File: src/rtl/rt_pkg.sv
// Shared types and constants for the raytracer frame sequencer.
package rt_pkg;
  localparam int unsigned COORD_W       = 16;
  localparam int unsigned STAT_ERR_BIT  = 31;
  localparam int unsigned STAT_SPUR_BIT = 30;
  localparam int unsigned STAT_CYC_W    = 30;

  typedef enum logic [1:0] {
    IDLE,
    ISSUE,
    DRAIN,
    DONE
  } rt_seq_state_t;
endpackage

File: src/rtl/rt_raster_cnt.sv
// Raster-order pixel coordinate counter: x first, wrapping into y.
module rt_raster_cnt
  import rt_pkg::*;
#(
  parameter int unsigned XRES = 640,
  parameter int unsigned YRES = 480
) (
  input  logic               clk,
  input  logic               reset,
  input  logic               clear,
  input  logic               advance,
  output logic [COORD_W-1:0] x,
  output logic [COORD_W-1:0] y,
  output logic               last
);
  localparam logic [COORD_W-1:0] XMAX = COORD_W'(XRES - 1);
  localparam logic [COORD_W-1:0] YMAX = COORD_W'(YRES - 1);

  assign last = (x == XMAX) && (y == YMAX);

  always_ff @(posedge clk or negedge reset) begin
    if (!reset) begin
      x <= '0;
      y <= '0;
    end else if (clear) begin
      x <= '0;
      y <= '0;
    end else if (advance) begin
      if (x == XMAX) begin
        x <= '0;
        y <= (y == YMAX) ? '0 : y + 1'b1;
      end else begin
        x <= x + 1'b1;
      end
    end
  end
endmodule

File: src/rtl/rt_frame_seq.sv
// Frame sequencer: issues pixel requests in raster order under a credit
// limit, drains completions and reports a frame status word.
module rt_frame_seq
  import rt_pkg::*;
#(
  parameter int unsigned XRES   = 640,
  parameter int unsigned YRES   = 480,
  parameter int unsigned MAXOUT = 8
) (
  input  logic               clk,
  input  logic               reset,
  input  logic               start_rt,
  output logic               busy,
  output logic               px_valid,
  input  logic               px_ready,
  output logic [COORD_W-1:0] px_x,
  output logic [COORD_W-1:0] px_y,
  input  logic               done_valid,
  input  logic               done_err,
  output logic               end_rt,
  output logic [31:0]        end_rtstat
);
  localparam int unsigned          OUT_W   = $clog2(MAXOUT + 1);
  localparam logic [OUT_W-1:0]     OUT_MAX = OUT_W'(MAXOUT);

  rt_seq_state_t           state, state_nx;
  logic [OUT_W-1:0]        outs, outs_nx;
  logic [STAT_CYC_W-1:0]   cyc, cyc_nx;
  logic                    err, err_nx, spur, spur_nx;
  logic                    frame_start, counting, done_ok, accept, last;
  logic [31:0]             stat_nx;

  assign frame_start = (state == IDLE) && start_rt;
  assign counting    = (state == ISSUE) || (state == DRAIN);
  assign done_ok     = counting && done_valid;
  assign px_valid    = (state == ISSUE) && (outs < OUT_MAX);
  assign accept      = px_valid && px_ready;
  assign busy        = (state != IDLE);
  assign end_rt      = (state == DONE);

  rt_raster_cnt #(.XRES(XRES), .YRES(YRES)) u_raster (
    .clk     (clk),
    .reset   (reset),
    .clear   (frame_start),
    .advance (accept),
    .x       (px_x),
    .y       (px_y),
    .last    (last)
  );

  always_comb begin
    state_nx = state;
    unique case (state)
      IDLE:    if (start_rt) state_nx = ISSUE;
      ISSUE:   if (accept && last) state_nx = DRAIN;
      DRAIN:   if (outs == '0) state_nx = DONE;
      DONE:    state_nx = IDLE;
      default: state_nx = IDLE;
    endcase
  end

  always_comb begin
    outs_nx = outs;
    if (accept && !done_ok)
      outs_nx = outs + 1'b1;
    else if (!accept && done_ok && (outs != '0))
      outs_nx = outs - 1'b1;
    spur_nx = spur | (done_ok && !accept && (outs == '0));
    err_nx  = err | (done_ok && done_err);
    cyc_nx  = cyc;
    if (counting && (cyc != '1))
      cyc_nx = cyc + 1'b1;
    // Status captures the final cycle's updates, not the registered values.
    stat_nx                   = '0;
    stat_nx[STAT_ERR_BIT]     = err_nx;
    stat_nx[STAT_SPUR_BIT]    = spur_nx;
    stat_nx[STAT_CYC_W-1:0]   = cyc_nx;
  end

  always_ff @(posedge clk or negedge reset) begin
    if (!reset) begin
      state      <= IDLE;
      outs       <= '0;
      cyc        <= '0;
      err        <= 1'b0;
      spur       <= 1'b0;
      end_rtstat <= '0;
    end else begin
      state <= state_nx;
      if (frame_start) begin
        outs <= '0;
        cyc  <= '0;
        err  <= 1'b0;
        spur <= 1'b0;
      end else begin
        outs <= outs_nx;
        cyc  <= cyc_nx;
        err  <= err_nx;
        spur <= spur_nx;
      end
      if ((state == DRAIN) && (outs == '0))
        end_rtstat <= stat_nx;
    end
  end
endmodule

File: config.mk
export PLATFORM = sky130hd
export DESIGN_NAME = rt_frame_seq
export DESIGN_NICKNAME = d
export VERILOG_FILES = /design/src/rtl/rt_pkg.sv /design/src/rtl/rt_raster_cnt.sv /design/src/rtl/rt_frame_seq.sv
export SDC_FILE = /design/constraint.sdc
export NUM_CORES = 1
export LEC_CHECK = 0
export CAP_MARGIN = 20
export CORE_ASPECT_RATIO = 0.6
export CORE_UTILIZATION = 30
export CTS_BUF_LIST = sky130_fd_sc_hd__clkbuf_16
export DETAILED_ROUTE_END_ITERATION = 16
export PLACE_DENSITY_LB_ADDON = 0.08
export REMOVE_ABC_BUFFERS = 1
export SLEW_MARGIN = 20
export SYNTH_ARGS = -nofsm -noshare
export SYNTH_HDL_FRONTEND = slang
export SYNTH_SLANG_ARGS = --single-unit
export TNS_END_PERCENT = 50
File: constraint.sdc
create_clock -name clk -period 3.9 [get_ports clk]
set_clock_uncertainty 0.1 [all_clocks]
set_input_delay 0.39 -clock clk [delete_from_list [all_inputs] [get_ports clk]]
set_output_delay 0.39 -clock clk [all_outputs]
set_load 0.1 [all_outputs]
== After elaboration in Yosys (flattened, before gate mapping) ==
Cells that the tools add are included.
Storage, ports and cells
  register bits: 102
  word-level logic and storage cells: 68
Cells by class
  bitwise gates (word level): 2
  add/subtract/negate cells: 5
  equal/unequal tests: 9
  magnitude comparators: 1
  muxes and demuxes: 18
  reduce and logical (&&, ||, !) cells: 25
Operators by type and width (number)
  two-way mux 16 bit: 7
  two-way mux 30 bit: 2
  adder 16 x 1 -> 16 bit (second input constant): 2
  adder 30 x 1 -> 30 bit (second input constant): 1
  != test 30 bit (second input constant): 1
  == test 16 x 10 -> 1 bit (second input constant): 1
  == test 16 x 9 -> 1 bit (second input constant): 1
  logical AND 1 bit: 13
  two-way mux 4 bit: 3
  one-hot mux 2 bit (4 select lines): 1
  two-way mux 2 bit: 3
  nonzero test 2 bit: 3
  adder 4 x 1 -> 4 bit (second input constant): 1
  == test 2 bit (second input constant): 2
  zero test 4 bit: 1
  less-than comparator 4 bit (second input constant): 1
  != test 2 x 1 -> 1 bit (second input constant): 2
  nonzero test 4 bit: 1
  subtractor 4 x 1 -> 4 bit (second input constant): 1
  AND reduction 3 bit: 1
  nonzero test 3 bit: 1
  == test 2 x 1 -> 1 bit (second input constant): 1
  zero test 1 bit: 2
  zero test 2 bit: 1
  5 further kinds: 7

== Depth between registers and ports, before layout ==
Gate-level depths: netlist of run 1.
  word-level depth: 9
  gate-level depth with buffers: 11

== Cells and area by module ==
Synthesis of run 1 repeated with hierarchy kept, for this count alone.
Unflattened totals
  cells, all modules: 546
  area, all modules: 5200.0 µm²
Modules (own cells, without submodules)
  rt_frame_seq: seq. area each 1751.7 µm², instances 1, area each 3385.7 µm², cells each 350
  rt_raster_cnt: seq. area each 800.8 µm², instances 1, area each 1814.2 µm², cells each 196

== Worst setup path before layout of run 1 ==
OpenSTA, ideal clock, no wires.
  path kind: register to register
  from: register u_raster.x[0]
  to: register u_raster.y[7]
  library setup time: 93 ps
  data required time: 3707 ps
  cell stages (with the launch flop): 9
  period minus slack after synthesis: 2900 ps
  data arrival time: 2708 ps
  path slack: 1000 ps
  path through: dfrtp_1 > ha_1 > nand3_1 > nand4bb_1 > nor4_1 > buf_2 > buf_2 > nand3_1 > o21ai_0
Between the ends
  longest elaborated chain between the ends: 3
RTL lines
  from (decl): line rt_raster_cnt.sv:12  | output logic [COORD_W-1:0] x,
  from (signal assigned): line rt_raster_cnt.sv:33  | x <= x + 1'b1;
  == test 16 x 10 -> 1 bit: line rt_raster_cnt.sv:29  | if (x == XMAX) begin
  nonzero test 2 bit (no source line)
  AND reduction 2 bit (no source line)
  to (signal assigned): line rt_raster_cnt.sv:31  | y <= (y == YMAX) ? '0 : y + 1'b1;
  to (decl): line rt_raster_cnt.sv:13  | output logic [COORD_W-1:0] y,
No other way between the ends.
A chain may end at the register's enable or synchronous reset.

== Final worst setup path of run 1 ==
  from: register state[1]
  to: output port px_valid
Between the ends
  longest elaborated chain between the ends: 2
RTL lines
  from (decl): line rt_frame_seq.sv:26  | rt_seq_state_t state, state_nx;
  from (signal assigned): line rt_frame_seq.sv:89  | state <= state_nx;
  == test 2 x 1 -> 1 bit: line rt_frame_seq.sv:36  | assign px_valid = (state == ISSUE) && (outs < OUT_MAX);
  logical AND 1 bit: line rt_frame_seq.sv:36
  to (decl): line rt_frame_seq.sv:14  | output logic px_valid,
No other way between the ends.

==> metrics.cfg, run 1 <==
[outcome]
status = finished, violations left
violations = negative hold slack

[synth]
synth_cells = 534
synth-adder-area-share_pct = 2.845
synth-xor-area-share_pct = 5.151
synthArstFlopShare_pct = 100.0
avgSynthCellArea_um2 = 9.553
synth_enable_flop_cells = 0
synth_top_family_by_area = simple AND/OR/NAND/NOR gates
yosysWarnings = 0
synthMuxAreaShare_pct = 1.643
synth-simple-area-share_pct = 23.13
synth-compound-area-share_pct = 14.47
synth.distinct_cells = 53
ys_seq_area_share_pct = 50.04
synthFlopType = dfrtp_1
ys_ff_latch = 102
synth_area_um2 = 5101

[setup_path]
slowest_stage = clkdlybuf4s50_1
cp-end-kind = output pin
path_cells = inv_1 -> ha_1 -> nor2b_1 -> clkdlybuf4s50_1
crit_family = buffers and inverters
critical_path_buf_inv_count = 2
cp-start-kind = flip-flop
critical_path_arrival_ns = 2.45
path_class = flip-flop to output pin
cp_max_fo = 4
cpPeakStageDelay_ns = 1.14
cp.required_ns = 3.41

[placed_design]
io_buffer_count = 72
post-place-ws_ns = 1.208
post_dp_cell_area_um2 = 6096
dp_hpwl_um = 9765
place_congestion = 0.8258
dp.cells = 822

[clock_tree]
post_cts_buffers = 0
cts_max_level = 3
post_cts_resized = 0
clk_pin_slew_ns = 0.07
cts_buffer_depth = 2
cts_tree = done
cts_root_buffer = clkbuf_16
ctsHoldBuffers = 0
clkSinkCount = 102
clkLatencyLatePin_ns = 0.35
cts_buffers = 9

[power_and_ir_drop]
ir_drop_mv = 0.6444
power.leakage_nw = 2.648
p_per_area_nw_per_um2 = 782.8
finalPower_mw = 5.002

[sta]
hold-worst-slack_ns = -0.02420
final-hold-violation-count = 35
tightestPinTransition_ns = 0.9967
rsz0062_at_grt = no
fin_setup_tns_ns = 0
fin_crit_ns = 2.940
max_freq_ghz = 0.3401
setup_viol = 0
maxSlewHeadroom_pct = 33.35
finalWorstSetupSlack_ns = 0.9598
min_period_over_period_pct = 75.39
maxSlewViolCount = 0

[finish]
nets = 622
drive_above_1_share_pct = 5.738
utilization_pct = 38.87
fin_cells = 838
antenna_cells = 0
postLayoutCellArea_um2 = 6390
num-fill-cells = 1656
syn_to_final_growth_pct = 25.26

[grt]
grt_pass1_wl_um = 22290
grt_use_total_pct = 16.60
antenna_found_initial = 0
grt_overflow_total = 0
grt_pass1_vias = 4106
grt_start_max_net_pins = 77

[route]
drt-total-wl_um = 13700
via_count = 4264
drt_iter0_markers = 207
drc = 0
ant_nets = 0
drt_first_pass_iters = 4
viasPerCell = 5.088
wl_per_cell_um = 16.35

[die]
core_area_um2 = 16440
fp.dieW_um = 170.3
ios = 73
die_h_um = 103.0
initial_core_util_pct = 31.03
die_area_um2 = 17550
rows = 36

[flow_run]
cap_violations = 0

[min_path]
hp-class = primary input to asynchronous set/reset pin

-- power breakdown --
| group | switching [mW] | internal (mW) | total (mW) |
|---|---|---|---|
| clock | 0.406 | 0.493 | 0.899 |
| sequential | 0.168 | 1.29 | 1.46 |
| combinational | 2.03 | 0.615 | 2.65 |
| total | 2.60 | 2.40 | 5.00 |
-- per-layer routing --
layer | vias to the layer above | routed length [um] | track usage (%)
li1 | 2089 | - | -
met1 | 2068 | 7612 | 25.97
met2 | 102 | 5399 | 22.79
met3 | 5 | 617 | 3.724
met4 | 0 | 73 | 3.465
met5 | - | 0 | 0
-- cell usage after synthesis (all sizes together), types with 3 or more instances --
cell / n / area [um^2]
a211oi: 7 / 52.55
o311ai: 3 / 26.28
a211o: 3 / 26.28
or3: 9 / 56.30
xor2: 19 / 166.4
nor3: 11 / 55.05
and4: 5 / 43.79
nand4: 24 / 156.4
inv: 15 / 56.30
xnor2: 11 / 96.34
and3: 9 / 56.30
mux2i: 5 / 50.05
a221o: 3 / 30.03
a31oi: 12 / 75.07
nand2: 62 / 232.7
nand3: 24 / 120.1
buf: 4 / 18.76
a311oi: 3 / 26.28
ha: 10 / 125.1
clkbuf: 17 / 63.81
a21oi: 17 / 85.08
o211ai: 5 / 37.54
dfrtp: 102 / 2552
nor2: 53 / 198.9
o21ai: 50 / 254.0
a21o: 4 / 30.03
or4: 4 / 33.78
and2: 5 / 31.28
mux2: 3 / 33.78
nor4: 14 / 123.9
nand2b: 3 / 18.77
-- final cells by class --
cell class	instances	area (um^2)	area share [%]
Sequential cell	102	2552	39.95
Multi-Input combinational cell	396	2416	37.81
Timing Repair Buffer	81	789.5	12.36
Tap cell	228	285.3	4.464
Clock buffer	9	225.2	3.525
Clock inverter	7	65.06	1.018
Inverter	15	56.30	0.8811
-- worst reg2reg max path, stage by stage (launching register included) --
cell and delay (ns):
dfrtp_1 0.44, ha_1 0.35, nand3_1 0.24, nand4bb_1 0.38, o21ai_1 0.80, a31oi_1 0.23
-- state kept, by name, summed over array words and instances, names as in the netlist --
register and count:
end_rtstat 32, cyc 30, u_raster.x 16, u_raster.y 16
outs 4, state 2, err 1, spur 1
-- final timing paths --
path / cells after the start / to / startpoint / slack (ns)
min reg2reg: 2 / end_rtstat[8] / end_rtstat[8] / 0.38
max reg2reg: 5 / u_raster.y[14] / u_raster.x[0] / 1.18
min: 1 / end_rtstat[24] / reset / -0.02
min in group clk: 2 / end_rtstat[8] / end_rtstat[8] / 0.38
max: 4 / px_valid / state[1] / 0.96
max in group asynchronous: 2 / cyc[17] / reset / 3.00
-- cells by family (layout without fill, tap and decap cells) --
family,after synthesis,count (layout)
muxes,8,8
and+or+nand+nor,229,229
xor gates and xnor gates,30,30
adders and majority gates,11,11
AOI/OAI and AO/OA,118,118
buffers and inverters,36,112
DFF,102,102
-- cell usage in the layout, fill, tap and decap left out, types with 15 or more instances in the layout --
| cell type | synthesis | routed |
|---|---|---|
| dfrtp_1 | 102 | 102 |
| clkdlybuf4s50_1 | 0 | 71 |
| nand2_1 | 62 | 62 |
| nor2_1 | 53 | 53 |
| o21ai_0 | 47 | 47 |
| nand3_1 | 24 | 24 |
| nand4_1 | 23 | 23 |
| xor2_1 | 19 | 19 |
| a21oi_1 | 17 | 17 |
| inv_1 | 15 | 15 |
(Power assumes the default switching activity.)
==> run 2, diff against run 1 <==
clock period = 3 ns   (was 3.9 ns; I/O delays follow)
==> run 2 against run 1 <==
- the run now ends clean
- global-route usage hardly changed
- hold slack better by 0.37 ns
- core utilization is 0.49 points lower
- via count hardly changed
- worst setup slack worse by 0.56 ns
- wire length is 0.51% higher
- sequential power is 30% higher
- clock power is 40% higher
- cell count is 0.72% higher
- register-to-register slack worse by 0.78 ns
- sequential share of layout area is 0.51 points higher
==> metrics.cfg, run 2 (synthesized netlist as in run 1, its figures left out) <==
[placed_design]
io_buffer_count = 72  ; unchanged
post_dp_cell_area_um2 = 5978  ; was 6096 um^2
dp_hpwl_um = 9880  ; was 9765 um
dp.cells = 827  ; was 822
place_congestion = 0.8224  ; was 0.8258

[grt]
grt_pass1_vias = 4078  ; was 4106
grt_overflow_total = 0  ; unchanged
antenna_found_initial = 0  ; unchanged
grt_use_total_pct = 16.59  ; was 16.60%
grt_pass1_wl_um = 22270  ; was 22290 um
grt_start_max_net_pins = 70  ; was 77

[route]
viasPerCell = 5.051  ; was 5.088
drt_iter0_markers = 254  ; was 207
via_count = 4263  ; was 4264
drc = 0  ; unchanged
drt-total-wl_um = 13770  ; was 13700 um
wl_per_cell_um = 16.32  ; was 16.35 um
ant_nets = 0  ; unchanged
drt_first_pass_iters = 4  ; unchanged

[sta]
maxSlewHeadroom_pct = 47.42  ; was 33.35%
max_freq_ghz = 0.3849
min_period_over_period_pct = 86.60
fin_setup_tns_ns = 0  ; unchanged
tightestPinTransition_ns = 0.7840  ; was 0.9967 ns
maxSlewViolCount = 0  ; unchanged
rsz0062_at_grt = no  ; unchanged
final-hold-violation-count = 0  ; was 35
setup_viol = 0  ; unchanged
hold-worst-slack_ns = 0.3502  ; was -0.02420 ns
fin_crit_ns = 2.598

[setup_path]
timing.rr.end = end_rtstat[25]  ; was u_raster.y[14]
critical_path_buf_inv_count = 0  ; was 2
r2r_cells = 5  ; unchanged
crit_family = simple AND/OR/NAND/NOR gates  ; was buffers and inverters
reg2reg_from = cyc[11]  ; was u_raster.x[0]
slowest_stage = or4_1  ; was clkdlybuf4s50_1
cp_max_fo = 10  ; was 4
cp.required_ns = 3.17  ; was 3.41 ns
rrSetupSlack_ns = 0.40  ; was 1.18 ns
cp-end-kind = flip-flop  ; was output pin
cpPeakStageDelay_ns = 0.82  ; was 1.14 ns
path_class = flip-flop to flip-flop  ; was flip-flop to output pin
cp-start-kind = flip-flop  ; unchanged
path_cells = nand4_1 -> or4_1 -> o2111ai_2 -> o21ai_0 -> a31oi_1  ; was inv_1 -> ha_1 -> nor2b_1 -> clkdlybuf4s50_1
critical_path_arrival_ns = 2.76  ; was 2.45 ns

[flow_run]
cap_violations = 0  ; unchanged

[power_and_ir_drop]
power.leakage_nw = 2.827  ; was 2.648 nW
p_per_area_nw_per_um2 = 1038  ; was 782.8 nW/um^2
ir_drop_mv = 0.6931  ; was 0.6444 mV

[clock_tree]
cts_tree = done  ; unchanged
cts_root_buffer = clkbuf_16  ; unchanged
cts_buffer_depth = 2  ; unchanged
cts_buffers = 9  ; unchanged
clkSinkCount = 102  ; unchanged
clkLatencyLatePin_ns = 0.34  ; was 0.35 ns
cts_max_level = 3  ; unchanged
clk_pin_slew_ns = 0.07  ; about the same
post_cts_resized = 0  ; unchanged

[finish]
final_common_cell = dfrtp_1  ; unchanged
layout_common_cells = 102 x dfrtp_1, 81 x buf_4, 62 x nand2_1  ; was 102 x dfrtp_1, 71 x clkdlybuf4s50_1, 62 x nand2_1
top_register = end_rtstat  ; unchanged
nets = 628  ; was 622
num-fill-cells = 1697  ; was 1656
utilization_pct = 38.38  ; was 38.87%
syn_to_final_growth_pct = 23.69  ; was 25.26%
largest_register_ffs = 32  ; unchanged
postLayoutCellArea_um2 = 6310  ; was 6390 um^2
multi_input_area_um2 = 2422  ; was 2416 um^2
area.sequential_um2 = 2552  ; unchanged
drive_above_1_share_pct = 17.69  ; was 5.738%
fin_cells = 844  ; was 838
antenna_cells = 0  ; unchanged
largestRegisters = end_rtstat x32, cyc x30  ; unchanged

[die]
ios = 73  ; unchanged
die_h_um = 103.0  ; unchanged
initial_core_util_pct = 31.03  ; unchanged
core_area_um2 = 16440  ; unchanged
die_area_um2 = 17550  ; unchanged
fp.dieW_um = 170.3  ; unchanged
rows = 36  ; unchanged

[outcome]
status = finished clean  ; was finished, violations left

[min_path]
hp-class = primary input to asynchronous set/reset pin  ; unchanged

-- run 2: where the power goes --
part           leakage, nW  switching [mW]  internal, mW
logic                 1.29            2.65         0.742
registers             1.38           0.220          1.68
clock network        0.158           0.527         0.728
total                 2.83            3.40          3.15
-- run 2: layout make-up --
type	instances	area share (%)
flip-flops and latches	102	40.45
multi-input cells	396	38.39
repair buffers	87	10.75
well taps	228	4.521
clock buffers	9	3.569
clock inverters	7	1.428
inverters	15	0.8923
-- run 2: through the flow --
stage	setup WS, ns	total power, mW
global placement	0.4145	5.301
CTS	0.3103	6.623
detailed placement	0.2932	5.333
floorplan	-0.8593	4.476
finish	0.4020	6.550
global route	0.1999	6.894
-- run 2: worst reg2reg max path: stages (launching register included) --
cell and delay [ns]:
dfrtp_1 0.43, nand4_1 0.32, or4_1 0.82, o2111ai_2 0.49, o21ai_0 0.19, a31oi_1 0.18
-- run 2: routing by layer --
metal / up-vias / track usage, % / part of all wire [%] / wire [um]
met5: - / 0 / 0 / 0
met4: 0 / 3.188 / 0.72 / 99
met3: 10 / 3.493 / 3.1 / 431
met2: 62 / 23.05 / 40 / 5542
met1: 2097 / 25.97 / 56 / 7698
li1: 2094 / - / - / -
-- run 2: timing repair --
action / CTS / global route
hold buffers: 1 / 0
hold endpoints to repair: 33 / 0
buffers inserted: 0 / 0
-- run 2: worst max path at each step --
stage | cells past startpoint | slack (ns) | startpoint | to
floorplan | 6 | -0.86 | u_raster.x[0] | u_raster.y[14]
global placement | 5 | 0.41 | start_rt | u_raster.y[10]
detailed placement | 5 | 0.29 | start_rt | u_raster.y[6]
CTS | 6 | 0.31 | u_raster.x[0] | u_raster.y[6]
global route | 5 | 0.20 | cyc[11] | end_rtstat[23]
finish | 5 | 0.40 | cyc[11] | end_rtstat[25]
==> run 3, diff against run 2 <==
CORE_UTILIZATION = 55   (was 30)
==> run 3 against run 2 <==
- largest cell class unchanged
- critical endpoint is now u_raster.y[10]
- clock power decreased by 17%
- wire length is 8.5% lower
- combinational power is 1% lower
- sequential share of layout area increased by 1.5 points
==> metrics.cfg, run 3 (synthesized netlist as in run 1, its figures left out) <==
[setup_path]
slowest_stage = a31oi_1  ; was or4_1
cp-end-kind = flip-flop  ; unchanged
reg2reg_from = u_raster.x[0]  ; was cyc[11]
critical_path_arrival_ns = 2.88  ; was 2.76 ns
crit_family = compound AO/OA/AOI/OAI gates  ; was simple AND/OR/NAND/NOR gates
r2r_cells = 6  ; was 5
critical_path.startpoint = u_raster.x[0]  ; was cyc[11]
cpPeakStageDelay_ns = 0.92  ; was 0.82 ns
cp-start-kind = flip-flop  ; unchanged
critical_path_buf_inv_count = 0  ; unchanged
cp_max_fo = 12  ; was 10
path_class = flip-flop to flip-flop  ; unchanged
crit_top_cell = o21ai_0
critical_path_depth = 6  ; was 5
cp.required_ns = 3.16  ; was 3.17 ns
path_cells = ha_1 -> nand3_1 -> and4bb_2 -> a31oi_1 -> o21ai_0 -> o21ai_0  ; was nand4_1 -> or4_1 -> o2111ai_2 -> o21ai_0 -> a31oi_1

[sta]
max_freq_ghz = 0.3685  ; was 0.3849 GHz
finalWorstSetupSlack_ns = 0.2865  ; was 0.4020 ns
maxSlewHeadroom_pct = 23.58  ; was 47.42%
final-hold-violation-count = 0  ; unchanged
setup_viol = 0  ; unchanged
min_period_over_period_pct = 90.45  ; was 86.60%
maxSlewViolCount = 0  ; unchanged
tightestPinTransition_ns = 1.141  ; was 0.7840 ns
fin_crit_ns = 2.714  ; was 2.598 ns
rsz0062_at_grt = no  ; unchanged

[die]
die_area_um2 = 9677  ; was 17550 um^2
core_area_um2 = 8751  ; was 16440 um^2
fp.dieW_um = 126.3  ; was 170.3 um
initial_core_util_pct = 58.29  ; was 31.03%
ios = 73  ; unchanged
rows = 26  ; was 36
die_h_um = 76.60  ; was 103.0 um

[finish]
largestRegisters = end_rtstat x32, cyc x30  ; unchanged
fin_cells = 726  ; was 844
layout_common_cells = 102 x dfrtp_1, 79 x buf_4, 62 x nand2_1  ; was 102 x dfrtp_1, 81 x buf_4, 62 x nand2_1
utilization_pct = 69.56  ; was 38.38%
syn_to_final_growth_pct = 19.33  ; was 23.69%
largest_register_ffs = 32  ; unchanged
drive_above_1_share_pct = 16.78  ; was 17.69%
nets = 626  ; was 628
antenna_cells = 0  ; unchanged
final_common_cell = dfrtp_1  ; unchanged
top_register = end_rtstat  ; unchanged
postLayoutCellArea_um2 = 6087  ; was 6310 um^2

[grt]
grt_start_max_net_pins = 58  ; was 70
grt_overflow_total = 0  ; unchanged
grt_pass1_vias = 4160  ; was 4078
grt_use_total_pct = 27.86  ; was 16.59%
antenna_found_initial = 0  ; unchanged
grt_pass1_wl_um = 21240  ; was 22270 um

[route]
ant_nets = 0  ; unchanged
drc = 0  ; unchanged
wl_per_cell_um = 17.36  ; was 16.32 um
drt_iter0_markers = 342  ; was 254
viasPerCell = 6.081  ; was 5.051
drt-total-wl_um = 12610  ; was 13770 um
via_count = 4415  ; was 4263
drt_first_pass_iters = 5  ; was 4

[min_path]
min_from = end_rtstat[8]
hp-class = flip-flop to flip-flop  ; was primary input to asynchronous set/reset pin
min_path_cells = 2

[clock_tree]
cts_tree = done  ; unchanged
clk_pin_slew_ns = 0.07  ; about the same
clkSinkCount = 102  ; unchanged
post_cts_buffers = 0  ; unchanged
cts_buffers = 9  ; unchanged
cts_buffer_depth = 2  ; unchanged
cts_root_buffer = clkbuf_16  ; unchanged
clkLatencyLatePin_ns = 0.34  ; about the same
cts_max_level = 3  ; unchanged

[power_and_ir_drop]
power_switching_share_pct = 53.26  ; was 51.95%
ir_drop_mv = 0.7127  ; was 0.6931 mV
combPwrFrac_pct = 53.2  ; was 51.9%
power.leakage_nw = 2.785  ; was 2.827 nW
power.share.sequential_pct = 30.3  ; was 29.0%
p_switching_mw = 3.356  ; was 3.403 mW
p_clk_share_pct = 16.5  ; was 19.2%
p_per_area_nw_per_um2 = 1035  ; was 1038 nW/um^2
finalPower_mw = 6.302  ; was 6.550 mW
p_int_mw = 2.946  ; was 3.147 mW

[placed_design]
io_buffer_count = 72  ; unchanged
place_congestion = 0.8516  ; was 0.8224
dp_hpwl_um = 8922  ; was 9880 um
dp.cells = 709  ; was 827
post-place-ws_ns = 0.3864  ; was 0.2932 ns
post_dp_cell_area_um2 = 5818  ; was 5978 um^2

[outcome]
status = finished clean  ; unchanged

[flow_run]
cap_violations = 0  ; unchanged

[run 3: area by class of cell]
class / count / area (um^2)
clock buffer: 9 / 225.2
clock inverter: 7 / 33.78
fill: 670 / 2664
inverter: 15 / 56.30
multi-input combinational: 396 / 2416
sequential: 102 / 2552
tap: 112 / 140.1
timing repair buffer: 85 / 663.1
[run 3: stage by stage]
stage                     setup TNS [ns]  hold WS (ns)
after floorplan                   -11.32      -0.09559
after global placement                 0        0.2343
after detailed placement               0        0.2429
after CTS                              0        0.3865
after global routing                   0        0.4006
final                                  0        0.3778
[run 3: worst paths after layout]
path | endpoint | slack (ns)
worst min register to register | end_rtstat[8] | 0.38
worst max-delay path | u_raster.y[10] | 0.29
worst min-delay path | end_rtstat[8] | 0.38
max in group asynchronous | u_raster.y[14] | 1.69
min in group asynchronous | cyc[4] | 0.40
worst max register to register | u_raster.y[10] | 0.29
[run 3: timing repair]
action                    in CTS  in global routing
hold endpoints to repair      45                  0
hold buffers                   1                  0
gates resized for setup        0                  0
[run 3: worst min-delay path, cell delays in order, from the launching register on]
cell and delay (ns):
dfrtp_1 0.34, nand2_1 0.04, o21ai_0 0.06
[run 3: per-layer routing]
metal | share of wire (%) | vias to the layer above | GRT usage [%]
li1 | - | 2101 | -
met1 | 51 | 2136 | 43.91
met2 | 42 | 171 | 38.67
met3 | 6.7 | 7 | 6.110
met4 | 0.45 | 0 | 6.145
met5 | 0 | - | 0
[run 3: power by group through the flow]
stage | sequential, mW | clock [mW] | combinational, mW
after floorplan | 3.47 | 0 | 1.01
after global placement | 1.91 | 0 | 3.31
after detailed placement | 1.93 | 0 | 3.35
after CTS | 1.90 | 1.06 | 3.35
after global routing | 1.95 | 1.12 | 3.54
final | 1.91 | 1.04 | 3.35
